===== config.mk =====
export PLATFORM = sky130hd
export DESIGN_NAME = ena_scheduler
export DESIGN_NICKNAME = d
export VERILOG_FILES = /design/src/rtl/ena_sched_pkg.sv /design/src/rtl/ena_scheduler_rot_pick.sv /design/src/rtl/ena_scheduler.sv
export SDC_FILE = /design/constraint.sdc
export NUM_CORES = 1
export LEC_CHECK = 0
export CORE_MARGIN = 4
export CORE_UTILIZATION = 30
export CTS_BUF_LIST = sky130_fd_sc_hd__clkbuf_4 sky130_fd_sc_hd__clkbuf_8 sky130_fd_sc_hd__clkbuf_16
export DETAILED_ROUTE_END_ITERATION = 8
export PLACE_DENSITY = 0.59
export SYNTH_ARGS = -nofsm -noshare
export SYNTH_HDL_FRONTEND = slang
export SYNTH_SLANG_ARGS = --single-unit

===== constraint.sdc =====
create_clock -name clk -period 3.8 [get_ports clk]
set_input_delay 0.57 -clock clk [delete_from_list [all_inputs] [get_ports clk]]
set_output_delay 0.57 -clock clk [all_outputs]
set_load 0.005 [all_outputs]

===== src/rtl/ena_sched_pkg.sv =====
// Shared types and constants for the ena scheduler.
// Optional pseudo-random selection is enabled with ENA_SCHED_RANDOM_EN.
package ena_sched_pkg;

  typedef enum logic [1:0] {
    ST_IDLE = 2'd0,
    ST_EVAL = 2'd1,
    ST_FIRE = 2'd2,
    ST_DEAD = 2'd3
  } sched_state_e;

  // Fibonacci taps 16, 14, 13, 11 (bit 15 is tap 16)
  localparam logic [15:0] LFSR_TAPS    = 16'hB400;
  localparam logic [15:0] DEFAULT_SEED = 16'hACE1;

  function automatic int IDX_W(input int n);
    return (n > 1) ? $clog2(n) : 1;
  endfunction

  function automatic logic [15:0] lfsr_next(input logic [15:0] s);
    return {s[14:0], ^(s & LFSR_TAPS)};
  endfunction

endpackage


===== src/rtl/ena_scheduler_rot_pick.sv =====
// Rotating-priority finder: first set bit of vec_i at or above start_i, wrapping N-1 -> 0.
module rot_pick #(
  parameter int N  = 8,
  parameter int IW = 3
) (
  input  logic [N-1:0]  vec_i,
  input  logic [IW-1:0] start_i,
  output logic          found_o,
  output logic [IW-1:0] idx_o
);

  logic [IW-1:0] cand_s;

  // Scan from the far end backwards so the lowest rotated offset wins
  always_comb begin
    found_o = 1'b0;
    idx_o   = '0;
    cand_s  = '0;
    for (int i = N - 1; i >= 0; i--) begin
      cand_s = IW'((int'(start_i) + i) % N);
      if (vec_i[cand_s]) begin
        found_o = 1'b1;
        idx_o   = cand_s;
      end else begin
        found_o = found_o;
      end
    end
  end

endmodule


===== src/rtl/ena_scheduler.sv =====
// Fires exactly one excited signal per step of a generated circuit model.
// Define ENA_SCHED_RANDOM_EN for LFSR-driven search start instead of round-robin.
module ena_scheduler
  import ena_sched_pkg::*;
#(
  parameter int          N              = 8,
  parameter int          N_IN           = 2,
  parameter int          DEADLOCK_LIMIT = 4,
  parameter logic [15:0] SEED           = DEFAULT_SEED
) (
  input  logic                  clk,
  input  logic                  reset,
  input  logic                  run,
  input  logic [N-1:0]          excited,
  input  logic                  env_en,
  output logic [N-1:0]          ena,
  output logic                  fire_valid,
  output logic [IDX_W(N)-1:0]   fire_idx,
  output logic                  deadlock,
  output logic [31:0]           step_count
);

  localparam int IW = IDX_W(N);
  localparam int QW = IDX_W(DEADLOCK_LIMIT + 1);

  sched_state_e  state_q, state_d;
  logic [N-1:0]  ena_q, ena_d;
  logic          fire_valid_q, fire_valid_d;
  logic [IW-1:0] fire_idx_q, fire_idx_d;
  logic          deadlock_q, deadlock_d;
  logic [31:0]   step_count_q, step_count_d;
  logic [QW-1:0] quiet_q, quiet_d;

  logic [N-1:0]  elig_s;
  logic [IW-1:0] start_s;
  logic          pick_found_s;
  logic [IW-1:0] pick_idx_s;
  logic          fire_s;

  assign elig_s = excited & {{(N - N_IN){1'b1}}, {N_IN{env_en}}};
  assign fire_s = (state_q == ST_EVAL) && run && pick_found_s;

  rot_pick #(.N(N), .IW(IW)) u_pick (
    .vec_i   (elig_s),
    .start_i (start_s),
    .found_o (pick_found_s),
    .idx_o   (pick_idx_s)
  );

`ifdef ENA_SCHED_RANDOM_EN
  logic [15:0] lfsr_q, lfsr_d;

  assign start_s = IW'(int'(lfsr_q[IW-1:0]) % N);
  assign lfsr_d  = (state_q == ST_EVAL) ? lfsr_next(lfsr_q) : lfsr_q;

  // LFSR advances once per EVAL cycle, fired or not
  always_ff @(posedge clk or posedge reset) begin
    if (reset) lfsr_q <= SEED;
    else       lfsr_q <= lfsr_d;
  end
`else
  logic [IW-1:0] rr_q, rr_d;
  logic          unused_seed_s;

  assign unused_seed_s = ^SEED;
  assign start_s       = rr_q;
  assign rr_d          = !fire_s ? rr_q :
                         (pick_idx_s == IW'(N - 1)) ? '0 : pick_idx_s + 1'b1;

  // Round-robin pointer moves just past the bit that fired
  always_ff @(posedge clk or posedge reset) begin
    if (reset) rr_q <= '0;
    else       rr_q <= rr_d;
  end
`endif

  // Next-state and registered-output logic
  always_comb begin
    state_d      = state_q;
    ena_d        = '0;
    fire_valid_d = 1'b0;
    fire_idx_d   = fire_idx_q;
    deadlock_d   = deadlock_q;
    step_count_d = step_count_q;
    quiet_d      = quiet_q;
    case (state_q)
      ST_IDLE: begin
        if (run) state_d = ST_EVAL;
        else     state_d = ST_IDLE;
      end
      ST_EVAL: begin
        if (!run) begin
          state_d = ST_IDLE;
        end else if (pick_found_s) begin
          ena_d        = N'(1) << pick_idx_s;
          fire_valid_d = 1'b1;
          fire_idx_d   = pick_idx_s;
          quiet_d      = '0;
          state_d      = ST_FIRE;
        end else if (quiet_q == QW'(DEADLOCK_LIMIT - 1)) begin
          quiet_d    = QW'(DEADLOCK_LIMIT);
          deadlock_d = 1'b1;
          state_d    = ST_DEAD;
        end else begin
          quiet_d = quiet_q + 1'b1;
        end
      end
      ST_FIRE: begin
        step_count_d = (step_count_q == 32'hFFFF_FFFF) ? step_count_q : step_count_q + 32'd1;
        if (run) state_d = ST_EVAL;
        else     state_d = ST_IDLE;
      end
      ST_DEAD: begin
        deadlock_d = 1'b1;
        state_d    = ST_DEAD;
      end
      default: begin
        state_d = ST_IDLE;
      end
    endcase
  end

  // State and output registers
  always_ff @(posedge clk or posedge reset) begin
    if (reset) begin
      state_q      <= ST_IDLE;
      ena_q        <= '0;
      fire_valid_q <= 1'b0;
      fire_idx_q   <= '0;
      deadlock_q   <= 1'b0;
      step_count_q <= 32'd0;
      quiet_q      <= '0;
    end else begin
      state_q      <= state_d;
      ena_q        <= ena_d;
      fire_valid_q <= fire_valid_d;
      fire_idx_q   <= fire_idx_d;
      deadlock_q   <= deadlock_d;
      step_count_q <= step_count_d;
      quiet_q      <= quiet_d;
    end
  end

  assign ena        = ena_q;
  assign fire_valid = fire_valid_q;
  assign fire_idx   = fire_idx_q;
  assign deadlock   = deadlock_q;
  assign step_count = step_count_q;

endmodule


==> impl_metrics.csv <==
group,metric,value,unit
run_status,status,"complete, no violations",
critical_path,worstSetupPathType,"reg2reg",
critical_path,reg2reg_from,"rr_q[2]$_DFFE_PP0P_",
clock_network,cts_buffer_depth,2,
placement,gp_congestion,0.915,
final_layout,fillCellCount,1080,
drt,drt_iter0_drc,170,
clock_network,cts_tree,"done",
drt,wl_per_cell,15.8,um
clock_network,cts_resized,0,
min_path,worstHoldEndpoint,"deadlock$_DFFE_PP0P_",
logic_synthesis,synth_fa_ha_area_share,4.04,%
floorplanning,die_y,115,um
final_layout,area_growth,24.9,%
global_routing,grt_pass1_vias,2723,
critical_path,endpoint_kind,"register",
logic_synthesis,yosys_register_bits,53,
logic_synthesis,synth.avg_cell_area,10.1,um^2
logic_synthesis,ys_top_cells_by_area,"dfrtp_1 39%, ha_1 4.0%, mux4_2 4.0%",
critical_path,r2r_cells,9,
timing,hold_viol,0,
logic_synthesis,yosys.area_share.simple,20.4,%
critical_path,cp.required,4.01,ns
clock_network,cts_root_buf,"clkbuf_16",
floorplanning,num_io_pins,57,
clock_network,clock_latency,0.29,ns
floorplanning,initial_core_util,31.0,%
drt,ant_nets,0,
global_routing,grt_overflow,0,
logic_synthesis,yosys-top-cells-count,"53 x dfrtp_1, 33 x nand2_1, 20 x nand3_1, 19 x nor2_1, 14 x xnor2_1",
logic_synthesis,synth_compound_gate_area_share,16.1,%
final_layout,drive_above_1_share,11.4,%
floorplanning,core,11000,um^2
logic_synthesis,synthDistinctLibCells,70,
floorplanning,die_area,13100,um^2
timing,skew,0.00681,ns
clock_network,post_cts_buffers,0,
flow_run,max_cap_viol_count,0,
drt,vias,2828,
min_path,min_from,"deadlock$_DFFE_PP0P_",
timing,setup_tns,0,ns
clock_network,cts_buffers,5,
timing,setup_slack,0.637,ns
timing,worst_slew_pin_slew,0.790,ns
critical_path,startpoint_type,"register",
critical_path,crit_fanout,17,
logic_synthesis,async_flop_share,100,%
clock_network,cts_hold_buf,0,
logic_synthesis,synth_area,3400,um^2
critical_path,reg2reg_setup_slack,0.64,ns
placement,hpwl,6.49,mm
logic_synthesis,yosysSeqAreaShare,39.0,%
timing,finalSetupViolations,0,
clock_network,cts_htree_levels,2,
global_routing,antenna_found_initial,0,
drt,first_pass_iters,4,
logic_synthesis,yosysWarnings,0,
global_routing,grt_usage,12.9,%
power,power.density,703,nW/um^2
floorplanning,fp.dieW,115,um
logic_synthesis,synthMuxAreaShare,8.89,%
min_path,hold_depth,1,
drt,drc_errors,0,
timing,slew_headroom,47.2,%
timing,slew_viol_final,0,
logic_synthesis,syn_inst,338,
logic_synthesis,yosys_most_used_dff,"dfrtp_1",
critical_path,worstPathArrival,3.37,ns
logic_synthesis,yosysMostFrequentCell,"dfrtp_1",
global_routing,grt_start_max_net_pins,38,
timing,rsz0062_at_grt,"no",
drt,viasPerCell,5.28,
critical_path,reg2reg_to,"rr_q[2]$_DFFE_PP0P_",
power,ir_worst_vdd,335,uV
timing,max_freq,316,MHz
logic_synthesis,synth-edff-count,0,
logic_synthesis,netlist.area_leader.share,39.0,%
min_path,holdCritPathClass,"reg2reg",
floorplanning,placementRows,38,
final_layout,nets,418,
global_routing,grt_pass1_wl,13.6,mm
timing,post-route-period-util,83.2,%
clock_network,cts_sinks,53,
logic_synthesis,synth_top_family_by_area,"simple AND/OR/NAND/NOR gates",
power,p_leak,1.82,nW
placement,pre_cts_slack,0.428,ns
drt,drt-total-wl,8.46,mm
placement,numPortBuffers,56,
final_layout,post-route-util,38.7,%
logic_synthesis,synth_xor_area_share,7.90,%
final_layout,diodes,0,
clock_network,clkTransAtPathRegs,0.07,ns
logic_synthesis,synth_top_area_cell,"dfrtp_1",
timing,min_period,3.16,ns
logic_synthesis,synth_fp_nets,361,
[per-layer routing]
| metal | vias up | GRT usage [%] | share of wire (%) |
|---|---|---|---|
| met5 | - | 0 | 0 |
| li1 | 1357 | - | - |
| met1 | 1368 | 16.7 | 45 |
| met3 | 16 | 2.17 | 5.6 |
| met4 | 0 | 4.75 | 2.4 |
| met2 | 87 | 21.5 | 47 |
[layout by cell type (no fill, tap or decap), types with 4 or more instances in the layout]
| cell | instances |
|---|---|
| clkdlybuf4s50_1 | 56 |
| dfrtp_1 | 53 |
| nand2_1 | 33 |
| nand3_1 | 20 |
| nor2_1 | 19 |
| xnor2_1 | 14 |
| xor2_1 | 13 |
| nor3_1 | 13 |
| inv_1 | 11 |
| a21oi_1 | 11 |
| ha_1 | 11 |
| nand4_1 | 10 |
| o21ai_0 | 9 |
| and3_1 | 7 |
| mux4_2 | 6 |
| o31ai_1 | 6 |
| clkbuf_16 | 5 |
| buf_4 | 5 |
| nand2b_1 | 4 |
| and4_1 | 4 |
[logic make-up (layout without fill, tap and decap cells)]
family,Yosys count,count (layout)
multiplexers,17,17
AND/OR/NAND/NOR,133,133
buffers and inverters,25,83
flip-flops,53,53
XOR/XNOR,29,29
AO/OA/AOI/OAI,70,70
adder cells (fa/ha/maj),11,11
[worst max-delay path, cell delays in order (launching register included)]
cell,delay (ns)
dfrtp_1,0.79
buf_4,0.28
xor2_2,0.39
mux2i_4,0.37
o211ai_1,0.14
o2bb2ai_1,0.20
or2_1,0.27
ha_1,0.23
ha_1,0.27
o21ai_0,0.15
[state kept, by name, indices dropped and copies added, names as in the netlist]
register and count:
deadlock 1, ena 8, fire_idx 3, fire_valid 1, quiet_q 3, rr_q 3
state_q 2, step_count 32
[final cells by class]
type | count | area, um^2 | share of cell area, %
timing repair buffer | 61 | 598 | 14.1
multi-input combinational | 260 | 1950 | 45.9
inverter | 14 | 52.6 | 1.24
sequential | 53 | 1330 | 31.2
clock inverter | 1 | 7.51 | 0.177
clock buffer | 7 | 140 | 3.30
tap | 140 | 175 | 4.12
[through the flow]
stage | power, mW | hold WS [ns] | cell area [um^2] | instances
2_1_floorplan | 2.07 | 0.449 | 3400 | 338
3_3_place_gp | 2.55 | 0.446 | 4100 | 528
3_5_place_dp | 2.52 | 0.448 | 4100 | 528
4_1_cts | 3.00 | 0.463 | 4250 | 536
5_1_grt | 3.21 | 0.467 | 4250 | 536
6_report | 2.99 | 0.458 | 4250 | 536
[worst max-delay path by stage]
stage | startpoint | to | slack [ns]
2_1_floorplan | rr_q[1]$_DFFE_PP0P_ | rr_q[2]$_DFFE_PP0P_ | 0.62
3_3_place_gp | excited[7] | rr_q[2]$_DFFE_PP0P_ | 0.51
3_5_place_dp | excited[7] | rr_q[2]$_DFFE_PP0P_ | 0.43
4_1_cts | rr_q[2]$_DFFE_PP0P_ | rr_q[2]$_DFFE_PP0P_ | 0.67
5_1_grt | rr_q[2]$_DFFE_PP0P_ | rr_q[2]$_DFFE_PP0P_ | 0.46
6_report | rr_q[2]$_DFFE_PP0P_ | rr_q[2]$_DFFE_PP0P_ | 0.64
[power breakdown]
group | switching [mW] | internal, mW | total (mW)
combinational | 1.02 | 0.780 | 1.79
clock | 0.194 | 0.259 | 0.453
sequential | 0.0983 | 0.644 | 0.743
Note: power is estimated with default switching activity, not from simulation.
